$ cat src/rtl/mmio_uart_tx_if.sv
// ============================================================================
// mmio_uart_tx_if : processor load/store bus into the UART transmitter window
// Rev 1.0
// ============================================================================
`default_nettype none

interface mmio_uart_tx_if;
  logic        MemWrite;
  logic [31:0] DataAdr;
  logic [31:0] WriteData;
  logic [31:0] ReadData;

  modport master (
    output MemWrite,
    output DataAdr,
    output WriteData,
    input  ReadData
  );

  modport slave (
    input  MemWrite,
    input  DataAdr,
    input  WriteData,
    output ReadData
  );
endinterface

`default_nettype wire

$ cat src/rtl/mmio_uart_tx.sv
// ============================================================================
// mmio_uart_tx : memory-mapped 8N1 UART transmitter with a byte FIFO
// Rev 1.0
// ============================================================================
`default_nettype none

module mmio_uart_tx #(
  parameter logic [31:0] BASE_ADDR    = 32'h0000_0F00,
  parameter int          CLKS_PER_BIT = 16,
  parameter int          FIFO_DEPTH   = 8
) (
  input  wire logic     clk,
  input  wire logic     reset,
  mmio_uart_tx_if.slave bus,
  output logic          tx,
  output logic          busy
);

  localparam int AW = $clog2(FIFO_DEPTH);
  localparam int CW = AW + 1;
  localparam int BW = (CLKS_PER_BIT > 1) ? $clog2(CLKS_PER_BIT) : 1;

  localparam logic [1:0] S_IDLE  = 2'd0;
  localparam logic [1:0] S_START = 2'd1;
  localparam logic [1:0] S_DATA  = 2'd2;
  localparam logic [1:0] S_STOP  = 2'd3;

  logic [1:0]    state_q, state_d;
  logic [BW-1:0] baud_q, baud_d;
  logic [2:0]    bit_idx_q, bit_idx_d;
  logic [7:0]    shift_q, shift_d;
  logic          tx_q, tx_d;
  logic [AW-1:0] rd_ptr_q, rd_ptr_d;
  logic [AW-1:0] wr_ptr_q, wr_ptr_d;
  logic [CW-1:0] count_q, count_d;
  logic          ovf_q, ovf_d;
  logic [7:0]    mem_q [FIFO_DEPTH];

  logic        hit;
  logic [1:0]  offset;
  logic        wr_data, wr_ctrl, flush, clr_ovf;
  logic        full, empty, push_ok, pop_req, do_pop, bit_end;
  logic [7:0]  head;
  logic [31:0] count_ext;
  logic [3:0]  count_sat;
  logic [31:0] status;
  logic        unused_bits;

  assign hit     = (bus.DataAdr[31:4] == BASE_ADDR[31:4]);
  assign offset  = bus.DataAdr[3:2];
  assign wr_data = bus.MemWrite && hit && (offset == 2'd0);
  assign wr_ctrl = bus.MemWrite && hit && (offset == 2'd2);
  assign flush   = wr_ctrl && bus.WriteData[0];
  assign clr_ovf = wr_ctrl && bus.WriteData[1];

  assign full    = (count_q == CW'(FIFO_DEPTH));
  assign empty   = (count_q == '0);
  assign push_ok = wr_data && !full;
  assign head    = mem_q[rd_ptr_q];
  assign bit_end = (baud_q == BW'(CLKS_PER_BIT - 1));

  // The FIFO is drained either from idle or at the last stop-bit cycle, so
  // back-to-back frames have no idle gap; a flush vetoes the pop.
  assign pop_req = !empty && ((state_q == S_IDLE) || ((state_q == S_STOP) && bit_end));
  assign do_pop  = pop_req && !flush;

  assign count_ext = 32'(count_q);
  assign count_sat = (count_ext > 32'd15) ? 4'hF : count_ext[3:0];
  assign status    = {24'd0, count_sat, ovf_q, (state_q != S_IDLE), empty, full};

  assign bus.ReadData = (hit && (offset == 2'd1)) ? status : 32'd0;
  assign tx           = tx_q;
  assign busy         = (state_q != S_IDLE) || !empty;
  assign unused_bits  = ^{bus.WriteData[31:8], bus.DataAdr[1:0]};

  always_comb begin
    wr_ptr_d = wr_ptr_q;
    rd_ptr_d = rd_ptr_q;
    count_d  = count_q;
    ovf_d    = ovf_q;
    if (flush) begin
      rd_ptr_d = wr_ptr_q;
      count_d  = '0;
    end else begin
      if (push_ok) wr_ptr_d = wr_ptr_q + 1'b1;
      if (do_pop)  rd_ptr_d = rd_ptr_q + 1'b1;
      case ({push_ok, do_pop})
        2'b10:   count_d = count_q + 1'b1;
        2'b01:   count_d = count_q - 1'b1;
        default: count_d = count_q;
      endcase
    end
    if (wr_data && full) ovf_d = 1'b1;
    else if (clr_ovf)    ovf_d = 1'b0;
  end

  always_comb begin
    state_d   = state_q;
    bit_idx_d = bit_idx_q;
    shift_d   = shift_q;
    tx_d      = tx_q;
    baud_d    = ((state_q == S_IDLE) || bit_end) ? '0 : baud_q + 1'b1;
    case (state_q)
      S_IDLE: begin
        tx_d = 1'b1;
        if (do_pop) begin
          state_d = S_START;
          shift_d = head;
          tx_d    = 1'b0;
        end
      end
      S_START: begin
        if (bit_end) begin
          state_d   = S_DATA;
          bit_idx_d = 3'd0;
          tx_d      = shift_q[0];
        end
      end
      S_DATA: begin
        if (bit_end) begin
          if (bit_idx_q == 3'd7) begin
            state_d = S_STOP;
            tx_d    = 1'b1;
          end else begin
            bit_idx_d = bit_idx_q + 1'b1;
            shift_d   = {1'b0, shift_q[7:1]};
            tx_d      = shift_q[1];
          end
        end
      end
      S_STOP: begin
        if (bit_end) begin
          if (do_pop) begin
            state_d = S_START;
            shift_d = head;
            tx_d    = 1'b0;
          end else begin
            state_d = S_IDLE;
            tx_d    = 1'b1;
          end
        end
      end
      default: begin
        state_d = S_IDLE;
        tx_d    = 1'b1;
      end
    endcase
  end

  always_ff @(posedge clk) begin
    if (reset) begin
      state_q   <= S_IDLE;
      baud_q    <= '0;
      bit_idx_q <= 3'd0;
      shift_q   <= 8'd0;
      tx_q      <= 1'b1;
      rd_ptr_q  <= '0;
      wr_ptr_q  <= '0;
      count_q   <= '0;
      ovf_q     <= 1'b0;
    end else begin
      state_q   <= state_d;
      baud_q    <= baud_d;
      bit_idx_q <= bit_idx_d;
      shift_q   <= shift_d;
      tx_q      <= tx_d;
      rd_ptr_q  <= rd_ptr_d;
      wr_ptr_q  <= wr_ptr_d;
      count_q   <= count_d;
      ovf_q     <= ovf_d;
    end
  end

  // Storage needs no reset: pointers and count define which entries are valid.
  always_ff @(posedge clk) begin
    if (push_ok && !flush) mem_q[wr_ptr_q] <= bus.WriteData[7:0];
  end

endmodule

`default_nettype wire
$ cat src/flat_wrapper.sv
// flat-port wrapper written by rule: the top's interface ports become plain ports
module mmio_uart_tx_flat 
#(
  parameter logic [31:0] BASE_ADDR    = 32'h0000_0F00,
  parameter int          CLKS_PER_BIT = 16,
  parameter int          FIFO_DEPTH   = 8
)
  (clk, reset, tx, busy, bus_MemWrite, bus_DataAdr, bus_WriteData, bus_ReadData);
  mmio_uart_tx_if bus_i ();
  input  wire logic clk;
  input  wire logic reset;
  output logic tx;
  output logic busy;
  input wire logic [$bits(bus_i.MemWrite)-1:0] bus_MemWrite;
  input wire logic [$bits(bus_i.DataAdr)-1:0] bus_DataAdr;
  input wire logic [$bits(bus_i.WriteData)-1:0] bus_WriteData;
  output wire logic [$bits(bus_i.ReadData)-1:0] bus_ReadData;
  assign bus_i.MemWrite = bus_MemWrite;
  assign bus_i.DataAdr = bus_DataAdr;
  assign bus_i.WriteData = bus_WriteData;
  assign bus_ReadData = bus_i.ReadData;
  mmio_uart_tx #(.BASE_ADDR(BASE_ADDR), .CLKS_PER_BIT(CLKS_PER_BIT), .FIFO_DEPTH(FIFO_DEPTH)) u_core (.clk(clk), .reset(reset), .bus(bus_i), .tx(tx), .busy(busy));
endmodule
$ cat config.mk
export PLATFORM = sky130hd
export DESIGN_NAME = mmio_uart_tx_flat
export DESIGN_NICKNAME = d
export VERILOG_FILES = /design/src/rtl/mmio_uart_tx_if.sv /design/src/rtl/mmio_uart_tx.sv /design/src/flat_wrapper.sv
export SDC_FILE = /design/constraint.sdc
export NUM_CORES = 1
export LEC_CHECK = 0
export BUFFER_PORTS_ARGS = -buffer_cell sky130_fd_sc_hd__buf_2
export CAP_MARGIN = 25
export CORE_MARGIN = 2
export CORE_UTILIZATION = 30
export DETAILED_ROUTE_END_ITERATION = 7
export SLEW_MARGIN = 25
export SYNTH_ARGS = -nofsm -noshare
export SYNTH_HDL_FRONTEND = slang
export SYNTH_SLANG_ARGS = --single-unit
$ cat constraint.sdc
create_clock -name clk -period 4.3 [get_ports clk]
set_clock_uncertainty 0.1 [all_clocks]
set_input_delay 0.43 -clock clk [delete_from_list [all_inputs] [get_ports clk]]
set_output_delay 0.43 -clock clk [all_outputs]
set_load 0.03 [all_outputs]
==> impl_results.md <==
- Row count: 44
- Synth Register Bits: 96
- Min-delay worst type: input pin to flop
- Status: finished clean
- Most frequent cells in the layout: edfxtp_1, buf_2, nor2_1, dfxtp_1, conb_1
- Most common cell after layout, fill and taps aside: edfxtp_1
- Drt first pass iters: 4
- Max Freq: roughly 330 MHz
- Data required, critical path: 4.43 ns
- Post-route minimum period: about 3 ns
- Bufs and invs on worst path: 2
- Clk_lat worst skew: around 0.34 ns
- Slowest cell on crit path: or4_4
- DRC viols: 0
- TNS Setup: 0 ns
- Crit Path Max Fanout: 11
- Cell count along the critical path: 14
- Post-synthesis cell type count: 45
- Cells after Synth: between 300 and 400
- Starting Density: 30.6%
- Resize count post-CTS: 0
- Clock sink count: 96
- Clock tree buffer depth: 2
- Worst path cell trace: buf_2, nor4b_1, nand4_1, or4_4, nand2_1, inv_1, ha_1, xor2_1, ha_1, a21oi_1, xor2_1, nor2_1, xnor2_1, nor2_1
- Worst EP arrival: between 3 and 4 ns
- Slew Limit Headroom: between 40% and 50%
- P_leak: ~1.8 nW
- Psw: 0.430 mW
- Post-DRT Antenna Nets: 0
- Seq/Total Area, Yosys: between 50 and 60%
- Yosys top cell by area: edfxtp_1
- Max Slew Vio Count: 0
- Design Power: ~1.9 mW
- Sw Ratio: 22.6%
- Critical path type: input pin to flop
- Asr flop ratio synth: 0%
- First-pass GRT wire length: 13.8 mm
- Fin. Hold Viols: 0
- Number of synthesized flops with an enable pin: 64
- TritonCTS buffer count: 9
- Die width: 126 um
- Cell Pwr Density: around 370 nW/um^2
- Crit share post-route: a little over two thirds
- Post-synth top flop: edfxtp_1
- Power Internal: approximately 1.5 mW
- Reg2reg path depth: 14
- TritonCTS clock tree: built
- Clock-pin slew on the worst setup and hold paths: roughly 0.070 ns
- Vias in the first global route: approximately 2700
- Combinational power share: approximately 5.3%
- Initial antenna violation count: 0
- Setup-failing EPs final: 0
- GPL Wtd Cong: ~0.75
- Startpoint Class: input pin
- CTS H-tree lvls: 3
- RSZ-0062 raised after global routing: false
- Io pins: between 100 and 150
- Routed WL per cell: between 10 and 15 um
- Clock Tree Root: clkbuf_16
- Mapped Area: between 4000 and 5000 um^2
- Final WL: about 8.4 mm
- Via count: around 2800
- CP Capture Type: flop
- Top delay family on crit path: simple AND/OR/NAND/NOR gates
- Die height: between 100 and 150 um
- Synthesized area per cell: about 13 um^2
- Diode count: 0
- Fin util: between 30% and 40%
- Share of cells above drive strength 1: ~25%
- Sequential fraction of design power: around half
- Hold path depth: 1
- Area fraction of the dominant cell type after synthesis: a little over two fifths
- Post-CTS setup buffer count: 0
- Hold Buf Count CTS: 0
- Die Footprint: approximately 16000 um^2
- Max Cap Viol: 0
- Total track usage: ~11%
- Core Box Area: between 10000 and 15000 um^2
- Tightest Pin Transition: between 0.8 and 0.9 ns
- Clock Power Share: 42.9%
- # port buffers: 50
- Synth top area cells: edfxtp_1, dfxtp_1, mux4_2, buf_4, ha_1
- Filler Cell Count: ~1400
- Slowest stage delay, CP: a little under 0.7 ns
- HPWL after DPL: around 6 mm
- VDD IR max: between 300 and 400 uV
- Final net count: between 400 and 500
- 1st-iter DRT viols: between 150 and 200
- Grt ovf: 0
- Largest net degree at the start of global routing: 27
- Via/cell ratio: 4.65
- Synthesis warning total: 0
- Area growth from synthesis to layout: 15.6%
[layout make-up]
| class | instances | area (um^2) | share of cell area, % |
|---|---|---|---|
| Inverter | 7 | 26.3 | 0.513 |
| Tap cell | 184 | 230 | 4.49 |
| Clock buffer | 9 | 225 | 4.40 |
| Sequential cell | 96 | 2560 | 50.0 |
| Multi-Input combinational cell | 232 | 1680 | 32.9 |
| Clock inverter | 7 | 83.8 | 1.64 |
| Timing Repair Buffer | 58 | 310 | 6.06 |
[Yosys cell counts (2+ instances only)]
| master | count |
|---|---|
| edfxtp_1 | 64 |
| or2_2 | 3 |
| and3_1 | 2 |
| o21ai_0 | 21 |
| a21oi_1 | 19 |
| nand4_1 | 3 |
| a211oi_1 | 4 |
| nand2_1 | 19 |
| nor3_1 | 4 |
| buf_4 | 24 |
| inv_1 | 7 |
| xor2_1 | 6 |
| dfxtp_1 | 32 |
| nor4_1 | 5 |
| buf_2 | 3 |
| a21oi_4 | 2 |
| nand3_1 | 12 |
| nand2b_1 | 3 |
| clkbuf_1 | 9 |
| or3_1 | 2 |
| and2_1 | 7 |
| mux2i_1 | 12 |
| nor2b_1 | 2 |
| xnor2_1 | 5 |
| and4b_1 | 2 |
| nor4bb_1 | 2 |
| mux4_2 | 16 |
| nor2_1 | 31 |
| or4_4 | 2 |
| ha_1 | 12 |
[layer usage]
metal	GRT usage, %	wire (um)	vias up
met2	19.6	4310	57
li1	-	-	1352
met4	2.55	46	0
met1	13.5	3740	1344
met5	0	0	-
met3	3.51	324	4
[worst paths after layout]
kind / start / endpoint / slack, ns
hold reg to reg: u_core.baud_q[0] / u_core.baud_q[0] / 0.35
hold / removal: bus_WriteData[6] / u_core.mem_q[3][6] / 0.26
setup reg to reg: u_core.baud_q[0] / u_core.count_q[2] / 1.38
setup / recovery: bus_DataAdr[5] / u_core.count_q[2] / 1.30
[per-stage QoR]
| step | hold slack, ns | setup slack [ns] | instances | area [um^2] |
|---|---|---|---|---|
| finish | 0.256 | 1.30 | 593 | 5120 |
| global route | 0.252 | 1.04 | 593 | 5120 |
| CTS | 0.246 | 1.29 | 593 | 5120 |
| detailed placement | 0.342 | 0.936 | 577 | 4810 |
| global placement | 0.331 | 0.991 | 577 | 4810 |
| floorplan | 0.318 | 1.36 | 373 | 4520 |
[power groups by stage]
stage / combinational [mW] / sequential [mW] / clock (mW)
global route: 0.111 / 0.987 / 0.878
global placement: 0.0990 / 1.01 / 0
finish: 0.101 / 0.987 / 0.818
detailed placement: 0.102 / 1.01 / 0
CTS: 0.102 / 0.987 / 0.841
floorplan: 0.0801 / 1.01 / 0
[logic make-up after synthesis]
kind of cell	synth area share (%)
AO/OA/AOI/OAI	6.66
multiplexers	10.8
AND/OR/NAND/NOR	12.9
other	0.0846
buffers and inverters	6.10
flip-flops	57.8
XOR/XNOR	2.17
adder cells (fa/ha/maj)	3.39
[registers in the layout, indices dropped and copies added (netlist names), named ones only]
name / cells
u_core.rd_ptr_q: 3
u_core.shift_q: 8
u_core.count_q: 4
u_core.state_q: 2
u_core.mem_q: 64
u_core.wr_ptr_q: 3
u_core.bit_idx_q: 3
u_core.baud_q: 4
u_core.tx: 1
u_core.ovf_q: 1
[worst register-to-register path, cell delays in order, from the launching register on]
cell and delay, ns:
dfxtp_1 0.36, ha_1 0.24, and3_1 0.24, nand2_1 0.08, a21oi_2 0.37, nand2_1 0.19, inv_1 0.15, ha_1 0.26
xor2_1 0.17, ha_1 0.16, a21oi_1 0.05, xor2_1 0.15, nor2_1 0.11, xnor2_1 0.12, nor2_1 0.06
No activity file was read; power rests on OpenSTA's default activity.
